<file path="src/rtl/fpu_avalon_master.sv">
// fpu_avalon_master
//   Avalon-MM initiator for the memory-mapped FPU adder slave. It accepts an
//   operand pair from a datapath client and writes A, then B, to the slave.
//   It then reads the result word and hands it back to the client. Every
//   command honours waitrequest. A command stalled for TIMEOUT consecutive
//   cycles is dropped, and NAN_VALUE is returned with err set.
//
// Ports
//   clk, reset       clock, synchronous active-high reset
//   in_a/in_b        operand pair, qualified by in_stb
//   in_stb/in_ack    operand handshake (in_ack is a one-cycle pulse)
//   out_z/err        result and timeout flag, qualified by out_stb
//   out_stb/out_ack  result handshake (out_stb holds until out_ack)
//   avm_*            Avalon-MM initiator port
//
// state     | meaning
// ----------+--------------------------------------------------------
// S_IDLE    | waiting for an operand pair
// S_WR_A    | write of operand A on the bus
// S_WR_B    | write of operand B on the bus
// S_RD_REQ  | read of the result word on the bus
// S_RD_WAIT | read accepted, counting down to the readdata edge
// S_OUT     | result presented to the client, waiting for out_ack

module fpu_avalon_master #(
    parameter logic [2:0]  ADDR_A       = 3'h0,
    parameter logic [2:0]  ADDR_B       = 3'h1,
    parameter logic [2:0]  ADDR_Z       = 3'h2,
    parameter int          READ_LATENCY = 1,
    parameter int          TIMEOUT      = 255,
    parameter logic [31:0] NAN_VALUE    = 32'h7FC00000
) (
    input  logic        clk,
    input  logic        reset,
    input  logic [31:0] in_a,
    input  logic [31:0] in_b,
    input  logic        in_stb,
    output logic        in_ack,
    output logic [31:0] out_z,
    output logic        out_stb,
    input  logic        out_ack,
    output logic        err,
    output logic [2:0]  avm_address,
    output logic [31:0] avm_writedata,
    output logic        avm_write,
    output logic        avm_read,
    input  logic [31:0] avm_readdata,
    input  logic        avm_waitrequest
);

    typedef enum logic [2:0] {
        S_IDLE,
        S_WR_A,
        S_WR_B,
        S_RD_REQ,
        S_RD_WAIT,
        S_OUT
    } state_t;

    localparam logic [7:0] STALL_INIT = 8'(TIMEOUT);
    // Counter reaches zero on the edge that must capture readdata.
    localparam logic [2:0] LAT_INIT   = (READ_LATENCY > 0) ? 3'(READ_LATENCY - 1) : 3'd0;

    state_t      r_state,      w_state;
    logic        r_in_ack,     w_in_ack;
    logic [31:0] r_out_z,      w_out_z;
    logic        r_out_stb,    w_out_stb;
    logic        r_err,        w_err;
    logic [2:0]  r_addr,       w_addr;
    logic [31:0] r_wdata,      w_wdata;
    logic        r_write,      w_write;
    logic        r_read,       w_read;
    logic [31:0] r_b,          w_b;
    logic [7:0]  r_stall_left, w_stall_left;
    logic [2:0]  r_lat_cnt,    w_lat_cnt;

    always_ff @(posedge clk) begin
        if (reset) begin
            r_state      <= S_IDLE;
            r_in_ack     <= 1'b0;
            r_out_z      <= '0;
            r_out_stb    <= 1'b0;
            r_err        <= 1'b0;
            r_addr       <= '0;
            r_wdata      <= '0;
            r_write      <= 1'b0;
            r_read       <= 1'b0;
            r_b          <= '0;
            r_stall_left <= '0;
            r_lat_cnt    <= '0;
        end else begin
            r_state      <= w_state;
            r_in_ack     <= w_in_ack;
            r_out_z      <= w_out_z;
            r_out_stb    <= w_out_stb;
            r_err        <= w_err;
            r_addr       <= w_addr;
            r_wdata      <= w_wdata;
            r_write      <= w_write;
            r_read       <= w_read;
            r_b          <= w_b;
            r_stall_left <= w_stall_left;
            r_lat_cnt    <= w_lat_cnt;
        end
    end

    always_comb begin
        w_state      = r_state;
        w_in_ack     = 1'b0;
        w_out_z      = r_out_z;
        w_out_stb    = r_out_stb;
        w_err        = r_err;
        w_addr       = r_addr;
        w_wdata      = r_wdata;
        w_write      = r_write;
        w_read       = r_read;
        w_b          = r_b;
        w_stall_left = r_stall_left;
        w_lat_cnt    = r_lat_cnt;

        case (r_state)
            S_IDLE: begin
                if (in_stb && !r_in_ack) begin
                    // writedata itself holds A; only B needs a holding register
                    w_in_ack     = 1'b1;
                    w_b          = in_b;
                    w_write      = 1'b1;
                    w_addr       = ADDR_A;
                    w_wdata      = in_a;
                    w_stall_left = STALL_INIT;
                    w_state      = S_WR_A;
                end
            end

            S_WR_A, S_WR_B, S_RD_REQ: begin
                if (avm_waitrequest) begin
                    // Stall budget counts down; the last allowed stall aborts.
                    if (r_stall_left <= 8'd1) begin
                        w_write   = 1'b0;
                        w_read    = 1'b0;
                        w_out_z   = NAN_VALUE;
                        w_err     = 1'b1;
                        w_out_stb = 1'b1;
                        w_state   = S_OUT;
                    end else begin
                        w_stall_left = r_stall_left - 8'd1;
                    end
                end else begin
                    w_stall_left = STALL_INIT;
                    case (r_state)
                        S_WR_A: begin
                            w_addr  = ADDR_B;
                            w_wdata = r_b;
                            w_state = S_WR_B;
                        end
                        S_WR_B: begin
                            w_write = 1'b0;
                            w_read  = 1'b1;
                            w_addr  = ADDR_Z;
                            w_state = S_RD_REQ;
                        end
                        default: begin
                            w_read = 1'b0;
                            if (READ_LATENCY == 0) begin
                                w_out_z   = avm_readdata;
                                w_err     = 1'b0;
                                w_out_stb = 1'b1;
                                w_state   = S_OUT;
                            end else begin
                                w_lat_cnt = LAT_INIT;
                                w_state   = S_RD_WAIT;
                            end
                        end
                    endcase
                end
            end

            S_RD_WAIT: begin
                if (r_lat_cnt == 3'd0) begin
                    w_out_z   = avm_readdata;
                    w_err     = 1'b0;
                    w_out_stb = 1'b1;
                    w_state   = S_OUT;
                end else begin
                    w_lat_cnt = r_lat_cnt - 3'd1;
                end
            end

            S_OUT: begin
                if (out_ack) begin
                    w_out_stb = 1'b0;
                    w_err     = 1'b0;
                    w_state   = S_IDLE;
                end
            end

            default: begin
                w_state = S_IDLE;
            end
        endcase
    end

    assign in_ack        = r_in_ack;
    assign out_z         = r_out_z;
    assign out_stb       = r_out_stb;
    assign err           = r_err;
    assign avm_address   = r_addr;
    assign avm_writedata = r_wdata;
    assign avm_write     = r_write;
    assign avm_read      = r_read;

endmodule

</file>
<file path="config.mk">
export PLATFORM = sky130hd
export DESIGN_NAME = fpu_avalon_master
export DESIGN_NICKNAME = d
export VERILOG_FILES = /design/src/rtl/fpu_avalon_master.sv
export SDC_FILE = /design/constraint.sdc
export NUM_CORES = 1
export LEC_CHECK = 0
export CAP_MARGIN = 30
export CORE_MARGIN = 3
export CORE_UTILIZATION = 48
export DETAILED_ROUTE_END_ITERATION = 7
export HOLD_SLACK_MARGIN = 0.05
export PLACE_DENSITY = 0.85
export SLEW_MARGIN = 20
export SYNTH_ARGS = -nofsm -noshare
export SYNTH_HDL_FRONTEND = slang
export SYNTH_SLANG_ARGS = --single-unit
</file>
<file path="constraint.sdc">
create_clock -name clk -period 4.25 [get_ports clk]
set_input_delay 0.425 -clock clk [delete_from_list [all_inputs] [get_ports clk]]
set_output_delay 0.425 -clock clk [all_outputs]
set_load 0.03 [all_outputs]
</file>
Word level (Yosys, flattened, before mapping)
Index checks and enable logic that the tools add are counted.
- bits in registers: 118
- input bits: 101
- logic and storage cells: 98
- output and inout bits: 72
- magnitude comparators: 1
- $add $sub $neg: 2
- bitwise gates (word level): 1
- reductions and logical operators: 20
- multiplexer cells: 42
- equality and inequality tests: 20
- operators by type and width (operator ; number):
    $mux 32 ; 6
    $pmux 32 s2 ; 2
    $mux 3 ; 10
    $mux 8 ; 3
    $pmux 3 s2 ; 4
    $reduce_and 4->1 ; 6
    $ne 2x2->1 const B ; 10
    $pmux 8 s2 ; 1
    $ne 3x3->1 const B ; 4
    $pmux 3 s4 ; 1
    $mux 1 ; 11
    $le 8x1->1 const B ; 1
    $sub 8x1->8 const B ; 1
    $eq 3x2->1 const B ; 2
    $eq 3x3->1 const B ; 2
    $logic_not 3->1 ; 2
    $pmux 1 s3 ; 2
    $reduce_and 3->1 ; 2
    $reduce_and 5->1 ; 1
    $pmux 1 s2 ; 2
    $reduce_bool 2->1 ; 2
    $reduce_or 2->1 ; 2
    $eq 3x1->1 const B ; 1
    $reduce_bool 3->1 ; 1
    other kinds (7) ; 7

Depth between registers and ports, before layout
Gate-level depths: netlist of run 1.
- depth after elaboration: 5
- depth in mapped cells: 8
- gate-level depth less buffers: 7

Worst setup path before layout of run 1
No wires, ideal clock.
- path kind: register -> register
- from: register r_stall_left[2]
- to: register r_state[2]
- buffers on the path: 0
- stages on the path, launching flop included: 6
- clock period less this slack: 1720 ps
- data required time: 4180 ps
- library setup time: 70 ps
- slack: 2530 ps
- data arrival time: 1650 ps
- cells stage by stage: dfxtp_1 -> or4_4 -> nor4_4 -> o211ai_2 -> a221o_1 -> a21oi_1
- longest elaborated chain between the ends: 3
- ends and longest elaborated chain (what ; RTL line ; text):
    start: declaration ; 74 ; logic [7:0] r_stall_left, w_stall_left;
    start signal: assignment ; 102 ; r_stall_left <= w_stall_left;
    $le 8x1->1 ; 138 ; if (r_stall_left <= 8'd1) begin
    $ne 3x3->1 (no line) ; -- ;
    $reduce_and 4->1 (no line) ; -- ;
    end signal: assignment ; 92 ; r_state <= w_state;
    end: declaration ; 64 ; state_t r_state, w_state;
No other way between the ends.
A chain may end at the register's enable or synchronous reset.

Worst setup path in the final report of run 1
- from: register r_state[0]
- to: register r_out_z[0], in the netlist out_z[0]
- longest elaborated chain between the ends: 4
- elaborated cells between the ends (all ways): 11
- classes of those cells: eq/ne (7); mux (1); reduce/logical (3)
- ends and longest elaborated chain (what ; RTL line ; text):
    $eq 3x2->1 / $eq 3x1->1 (equally long branches) ; 121 ; case (r_state)
    $reduce_or 3->1 ; 121 ;
    $ne 2x2->1 (no line) / $reduce_bool 2->1 (equally long branches) ; -- ;
    $reduce_and 4->1 (no line) ; -- ;
    end signal: assignment ; 94 ; r_out_z <= w_out_z;
    end: declaration ; 66 ; logic [31:0] r_out_z, w_out_z;
Several ways; a longest one is shown, not always the timed one.

==> summary.md, run 1 <==
| Metric | Value |
|---|---|
| Status | `completed` |
| Most frequent cells in the layout | `clkdlybuf4s50_1, nand2_1, dfxtp_1, nor2_1, a21oi_1` |
| GR Util All Layers | `0.254` |
| HP Class | `input pin to flop` |
| Yosys top cell by area | `dfxtp_1` |
| Clk_skew | `a little under 0.008 ns` |
| Total CTS buffers | `17` |
| Clock sinks | `between 100 and 150` |
| Worst EP arrival | `approximately 3.5 ns` |
| IO buf count | `approximately 170` |
| Buf+Inv Stages, Crit Path | `1` |
| Worst path slowest cell | `o21ba_2` |
| Die height | `around 110 um` |
| Fmax | `roughly 330 MHz` |
| Filler Cells Inserted | `~600` |
| Slew @ Worst Pin | `around 0.93 ns` |
| Drt drc | `0` |
| Post-synthesis average cell area | `8.39 um2` |
| CTS H-tree lvls | `4` |
| Initial antenna violation count | `0` |
| Resize count post-CTS | `0` |
| Share of cells above drive strength 1 | `0.0660` |
| Seq cells post-synth | `about 120` |
| Largest net degree at the start of global routing | `slightly below 100` |
| TritonCTS clock tree | `yes` |
| # rows | `35` |
| Area post-placement | `6400 um2` |
| Final std cells w/o fill | `856` |
| Iteration count of the initial detailed-routing pass | `5` |
| Synth top area share | `0.496` |
| I/O pin count | `roughly 170` |
| Cts hold-fix bufs | `0` |
| Syn_nets | `~670` |
| Inst Count DP | `824` |
| Number of global-route vias before repair | `4521` |
| Clock Pin Slew Worst Setup and Hold Paths | `about 0.06 ns` |
| Root buffer cell | `clkbuf_8` |
| RSZ-0062 raised after global routing | `no` |
| Mapped Area | `around 4700 um2` |
| GP Congestion | `0.838` |
| Synth async-reset ratio | `0` |
| Crit path time final | `between 3 and 4 ns` |
| Max Root-Sink Buffers | `2` |
| Hold Fails Final Rpt | `0` |
| Worst Path Max Fanout | `34` |
| Crit path capture type | `flop` |
| Final Max Tran Viols | `0` |
| Core ar. | `~9400 um2` |
| Post-Syn Instances | `between 500 and 600` |
| Final period util | `0.718` |
| DR iter-0 viols | `about 360` |
| Post-synth EDFFs | `0` |
| Leak | `2.61 nW` |
| Via count | `around 4700` |
| Setup Buffers After CTS | `0` |
| Power per cell area | `roughly 760 nW/um2` |
| Most common cell after layout, fill and taps aside | `clkdlybuf4s50_1` |
| Crit-path max cell delay | `about 0.75 ns` |
| Global-route wire length before repair | `about 23000 um` |
| Startpoint Class | `flop` |
| Maximum vdd drop | `~0.00047 V` |
| Worst slew margin | `0.378` |
| DR vias/cell | `roughly 5.5` |
| N_diodes | `0` |
| WS Path Type | `flop to flop` |
| Starting Density | `0.502` |
| Yosys warns | `0` |
| # setup viols final | `0` |
| Setup_tns | `0 ns` |
| Final core occ | `0.745` |
| Tot Pwr | `5.35 mW` |
| Register area share after synthesis | `0.496` |
| Clk Latency, worst-skew pair | `around 0.51 ns` |
| ANT nets after route | `0` |
| Setup slack at placement | `approximately 1.2 ns` |
| Total gr overflow | `0` |
| Req. time, crit path | `4.65 ns` |
| Crit-path leading delay family | `compound AO/OA/AOI/OAI gates` |
| Cell variety after synth | `between 40 and 50` |
| Die Wd | `approximately 110 um` |
| Area contributors post-synth | `dfxtp_1, nand2_1, a311oi_1` |
| Critical Path, Cell by Cell | `o21ba_2, nand2_1, o21ai_1, nor2_1, buf_4, a22o_1` |
| HPWL after DPL | `roughly 9300 um` |
| Crit path setup slack, layout | `~1.2 ns` |
| Top_reg_cell synth | `dfxtp_1` |
| Max-cap violations | `0` |
| Area Growth Syn to Fin | `48.5%` |
| Routed Wire Length | `about 14000 um` |
| Nets | `between 800 and 900` |
| DIE AREA | `11100 um2` |
| Post-route cell area | `roughly 7000 um2` |
| Hold WS | `about 0.45 ns` |
| Drt wl/cell | `~17 um` |
[cell type report]
cell class	instances	area, um2	area share
Inverter	7	26.3	0.00375
Timing Repair Buffer	177	1780	0.253
Sequential cell	117	2340	0.334
Tap cell	129	161	0.0230
Multi-Input combinational cell	394	2100	0.299
Clock inverter	13	171	0.0244
Clock buffer	19	442	0.0630
[layer usage]
| layer | vias up | wire length [um] | GRT usage |
|---|---|---|---|
| met5 | - | 0 | 0 |
| met4 | 0 | 362 | 0.0909 |
| met3 | 36 | 1100 | 0.0754 |
| met2 | 228 | 7050 | 0.440 |
| met1 | 2180 | 5660 | 0.297 |
| li1 | 2243 | - | - |
[power by group]
group	internal, mW	switching [mW]
logic	0.862	1.36
clock network	0.930	0.526
registers	1.42	0.251
[flip-flops by register name, indices dropped and copies added (netlist names), 2 cells and up]
signal,flops
avm_writedata,32
out_z,32
r_b,32
r_stall_left,8
r_lat_cnt,3
r_state,3
avm_address,2
[kinds of logic (layout without fill, tap and decap cells)]
kind of cell,Yosys count,in the layout,share of synthesized area
xor+xnor,7,7,0.0130
other cells,1,1,0.000794
buf+inv,52,216,0.0617
simple gates,257,257,0.233
fa+ha+maj,4,4,0.0106
compound gates,125,125,0.185
flops,117,117,0.496
[Yosys cell counts (all sizes together), types with 3 or more instances]
master  instances
xor2            6
nand2         139
a21oi          53
nand4           5
dfxtp         117
nor3           20
nor2           73
a311oi         32
o21ai           6
inv             7
ha              4
clkbuf         36
a22o           23
nor2b           3
buf             9
[worst paths after layout]
kind                   start  endpoint  slack [ns]  depth (start not counted)
hold reg to reg      r_b[25]   r_b[25]        0.46                          2
setup reg to reg  r_state[0]  out_z[0]        1.20                          6
hold / removal      in_b[22]   r_b[22]        0.45                          3
setup / recovery  r_state[0]  out_z[0]        1.20                          6
[worst min-delay path: cells and delay by family]
family	cells	cell delay [ns]
and+or+nand+nor	1	0.05
AOI/OAI and AO/OA	1	0.05
buffers and inverters	1	0.40
(Power assumes the default switching activity.)
==> inputs of run 2 (changes only) <==
--- a/config.mk
+++ b/config.mk
@@ -7,10 +7,10 @@
 export LEC_CHECK = 0
 export CAP_MARGIN = 30
 export CORE_MARGIN = 3
-export CORE_UTILIZATION = 48
+export CORE_UTILIZATION = 40
 export DETAILED_ROUTE_END_ITERATION = 7
 export HOLD_SLACK_MARGIN = 0.05
-export PLACE_DENSITY = 0.85
+export PLACE_DENSITY = 0.76
 export SLEW_MARGIN = 20
 export SYNTH_ARGS = -nofsm -noshare
 export SYNTH_HDL_FRONTEND = slang
==> constraint.sdc (replaced) <==
create_clock -name clk -period 2.57 [get_ports clk]
set_input_delay 0.257 -clock clk [delete_from_list [all_inputs] [get_ports clk]]
set_output_delay 0.257 -clock clk [all_outputs]
set_load 0.03 [all_outputs]
==> summary.md, run 2 (synthesized netlist as in run 1, its figures left out) <==
| Metric | Value |
|---|---|
| Status | `completed (unchanged)` |
| Die height | `115 um (was 105 um)` |
| Drt wl/cell | `15.2 um (was 16.6 um)` |
| Number of global-route vias before repair | `4294 (was 4521)` |
| Sw Ratio | `0.390 (was 0.400)` |
| Most frequent cells in the layout | `clkdlybuf4s50_1, nand2_1, dfxtp_1, nor2_1, a21oi_1 (unchanged)` |
| Crit-path max cell delay | `0.35 ns (was 0.75 ns)` |
| DR iter-0 viols | `302 (was 356)` |
| Starting Density | `0.412 (was 0.502)` |
| Largest net degree at the start of global routing | `65 (was 97)` |
| Clk_skew | `0.00684 ns (was 0.00779 ns)` |
| CTS H-tree lvls | `4 (unchanged)` |
| P_sw | `3.41 mW (was 2.14 mW)` |
| Leak | `2.64 nW (was 2.61 nW)` |
| Hold WS | `0.295 ns (was 0.451 ns)` |
| Setup Buffers After CTS | `0 (unchanged)` |
| Clock sinks | `117 (unchanged)` |
| N_diodes | `0 (unchanged)` |
| Share of cells above drive strength 1 | `0.0749 (was 0.0660)` |
| HPWL after DPL | `9200 um (was 9270 um)` |
| Max-cap violations | `0 (unchanged)` |
| Max Root-Sink Buffers | `2 (unchanged)` |
| Slew @ Worst Pin | `0.533 ns (was 0.934 ns)` |
| Crit path capture type | `flop (unchanged)` |
| Root buffer cell | `clkbuf_16 (was clkbuf_8)` |
| Tot Pwr | `8.74 mW (was 5.35 mW)` |
| Clk Latency, worst-skew pair | `0.41 ns (was 0.51 ns)` |
| Worst EP arrival | `2.29 ns (was 3.45 ns)` |
| Total CTS buffers | `17 (unchanged)` |
| Req. time, crit path | `2.86 ns (was 4.65 ns)` |
| Fmax | `499 MHz (was 328 MHz)` |
| Area Growth Syn to Fin | `49.6% (was 48.5%)` |
| Worst path slowest cell | `nand3_1 (was o21ba_2)` |
| IO buf count | `171 (unchanged)` |
| Total gr overflow | `0 (unchanged)` |
| Worst slew margin | `0.645 (was 0.378)` |
| Routed Wire Length | `13300 um (was 14200 um)` |
| Clock Pin Slew Worst Setup and Hold Paths | `0.05 ns (was 0.06 ns)` |
| # setup viols final | `0 (unchanged)` |
| TritonCTS clock tree | `yes (unchanged)` |
| GR Util All Layers | `0.201 (was 0.254)` |
| Clock share of power | `0.269 (was 0.272)` |
| Startpoint Class | `flop (unchanged)` |
| WS Path Type | `flop to flop (unchanged)` |
| Setup slack at placement | `0.427 ns (was 1.24 ns)` |
| Drt drc | `0 (unchanged)` |
| Crit path time final | `2.00 ns (was 3.05 ns)` |
| Initial antenna violation count | `0 (unchanged)` |
| Most common cell after layout, fill and taps aside | `clkdlybuf4s50_1 (unchanged)` |
| Cts hold-fix bufs | `0 (unchanged)` |
| Worst Path Max Fanout | `23 (was 34)` |
| Die Wd | `115 um (was 105 um)` |
| DIE AREA | `13100 um2 (was 11100 um2)` |
| Global-route wire length before repair | `20900 um (was 22600 um)` |
| RSZ-0062 raised after global routing | `no (unchanged)` |
| Reg power frac | `0.311 (was 0.312)` |
| Iteration count of the initial detailed-routing pass | `4 (was 5)` |
| GP Congestion | `0.826 (was 0.838)` |
| HP Class | `input pin to flop (unchanged)` |
| Final period util | `0.779 (was 0.718)` |
| DR vias/cell | `5.18 (was 5.48)` |
| Via count | `4544 (was 4687)` |
| I/O pin count | `173 (unchanged)` |
| # rows | `39 (was 35)` |
| Maximum vdd drop | `0.000767 V (was 0.000474 V)` |
| Crit path setup slack, layout | `0.567 ns (was 1.20 ns)` |
| Critical Path, Cell by Cell | `inv_1, ha_1, nor2b_1, nand3_1, o21ai_1, nor2_1, buf_4, a22o_1 (was o21ba_2, nand2_1, o21ai_1, nor2_1, buf_4, a22o_1)` |
| Setup_tns | `0 ns (unchanged)` |
| Final Max Tran Viols | `0 (unchanged)` |
| Combinational Power Share | `0.420 (was 0.416)` |
| ANT nets after route | `0 (unchanged)` |
| Nets | `826 (was 819)` |
| Resize count post-CTS | `0 (unchanged)` |
| Hold Fails Final Rpt | `0 (unchanged)` |
| Filler Cells Inserted | `982 (was 617)` |
| Power Internal | `5.33 mW (was 3.21 mW)` |
| Power per cell area | `1240 nW/um2 (was 763 nW/um2)` |
| Core ar. | `11500 um2 (was 9420 um2)` |
-- run 2: cell count changes in the layout (fill, tap and decap cells not counted), sizes merged --
| cell | before | now |
|---|---|---|
| buf | 7 | 14 |
| bufinv | 3 | 2 |
| clkbuf | 19 | 21 |
| clkinv | 2 | 4 |
| clkinvlp | 5 | 4 |
| inv | 10 | 8 |
-- run 2: layout make-up --
class / count / area (um2) / share of cell area
sequential: 117 / 2340 / 0.332
multi-input combinational: 394 / 2100 / 0.297
timing repair buffer: 184 / 1820 / 0.257
clock buffer: 21 / 480 / 0.0680
tap: 143 / 179 / 0.0253
clock inverter: 11 / 123 / 0.0174
inverter: 7 / 26.3 / 0.00372
-- run 2: path summary, 6_finish.rpt --
path / from / end / slack [ns] / depth (start not counted)
min: reset / out_stb / 0.30 / 2
min reg2reg: r_b[10] / r_b[10] / 0.45 / 2
max: r_lat_cnt[0] / out_z[2] / 0.57 / 8
max reg2reg: r_lat_cnt[0] / out_z[2] / 0.57 / 8
-- run 2: worst max-delay path: cells and delay by family (launching register included) --
kind            cells  cell delay, ns
flops               1            0.32
simple gates        3            0.61
buf+inv             2            0.31
compound gates      2            0.45
fa+ha+maj           1            0.19
-- run 2: through the flow --
stage	instance area, um2	cells	utilization
finish	7070	877	0.616
global route	7070	877	0.616
CTS	7070	877	0.616
detailed placement	6460	845	0.564
global placement	6460	845	0.564
floorplan	4720	563	-
-- run 2: layer usage --
| metal | up-vias | global-route usage | share of wire |
|---|---|---|---|
| met2 | 177 | 0.313 | 0.47 |
| met4 | 0 | 0.0847 | 0.012 |
| met3 | 8 | 0.0613 | 0.081 |
| li1 | 2256 | - | - |
| met5 | - | 0 | 0 |
| met1 | 2103 | 0.258 | 0.44 |
-- run 2: power by group through the flow --
stage / Sequential [mW] / Clock, mW / Combinational (mW)
after floorplan: 3.32 / 0 / 1.82
after global placement: 2.72 / 0 / 3.60
after detailed placement: 2.75 / 0 / 3.67
after CTS: 2.72 / 2.40 / 3.69
after global routing: 2.79 / 2.48 / 4.00
final: 2.72 / 2.35 / 3.67
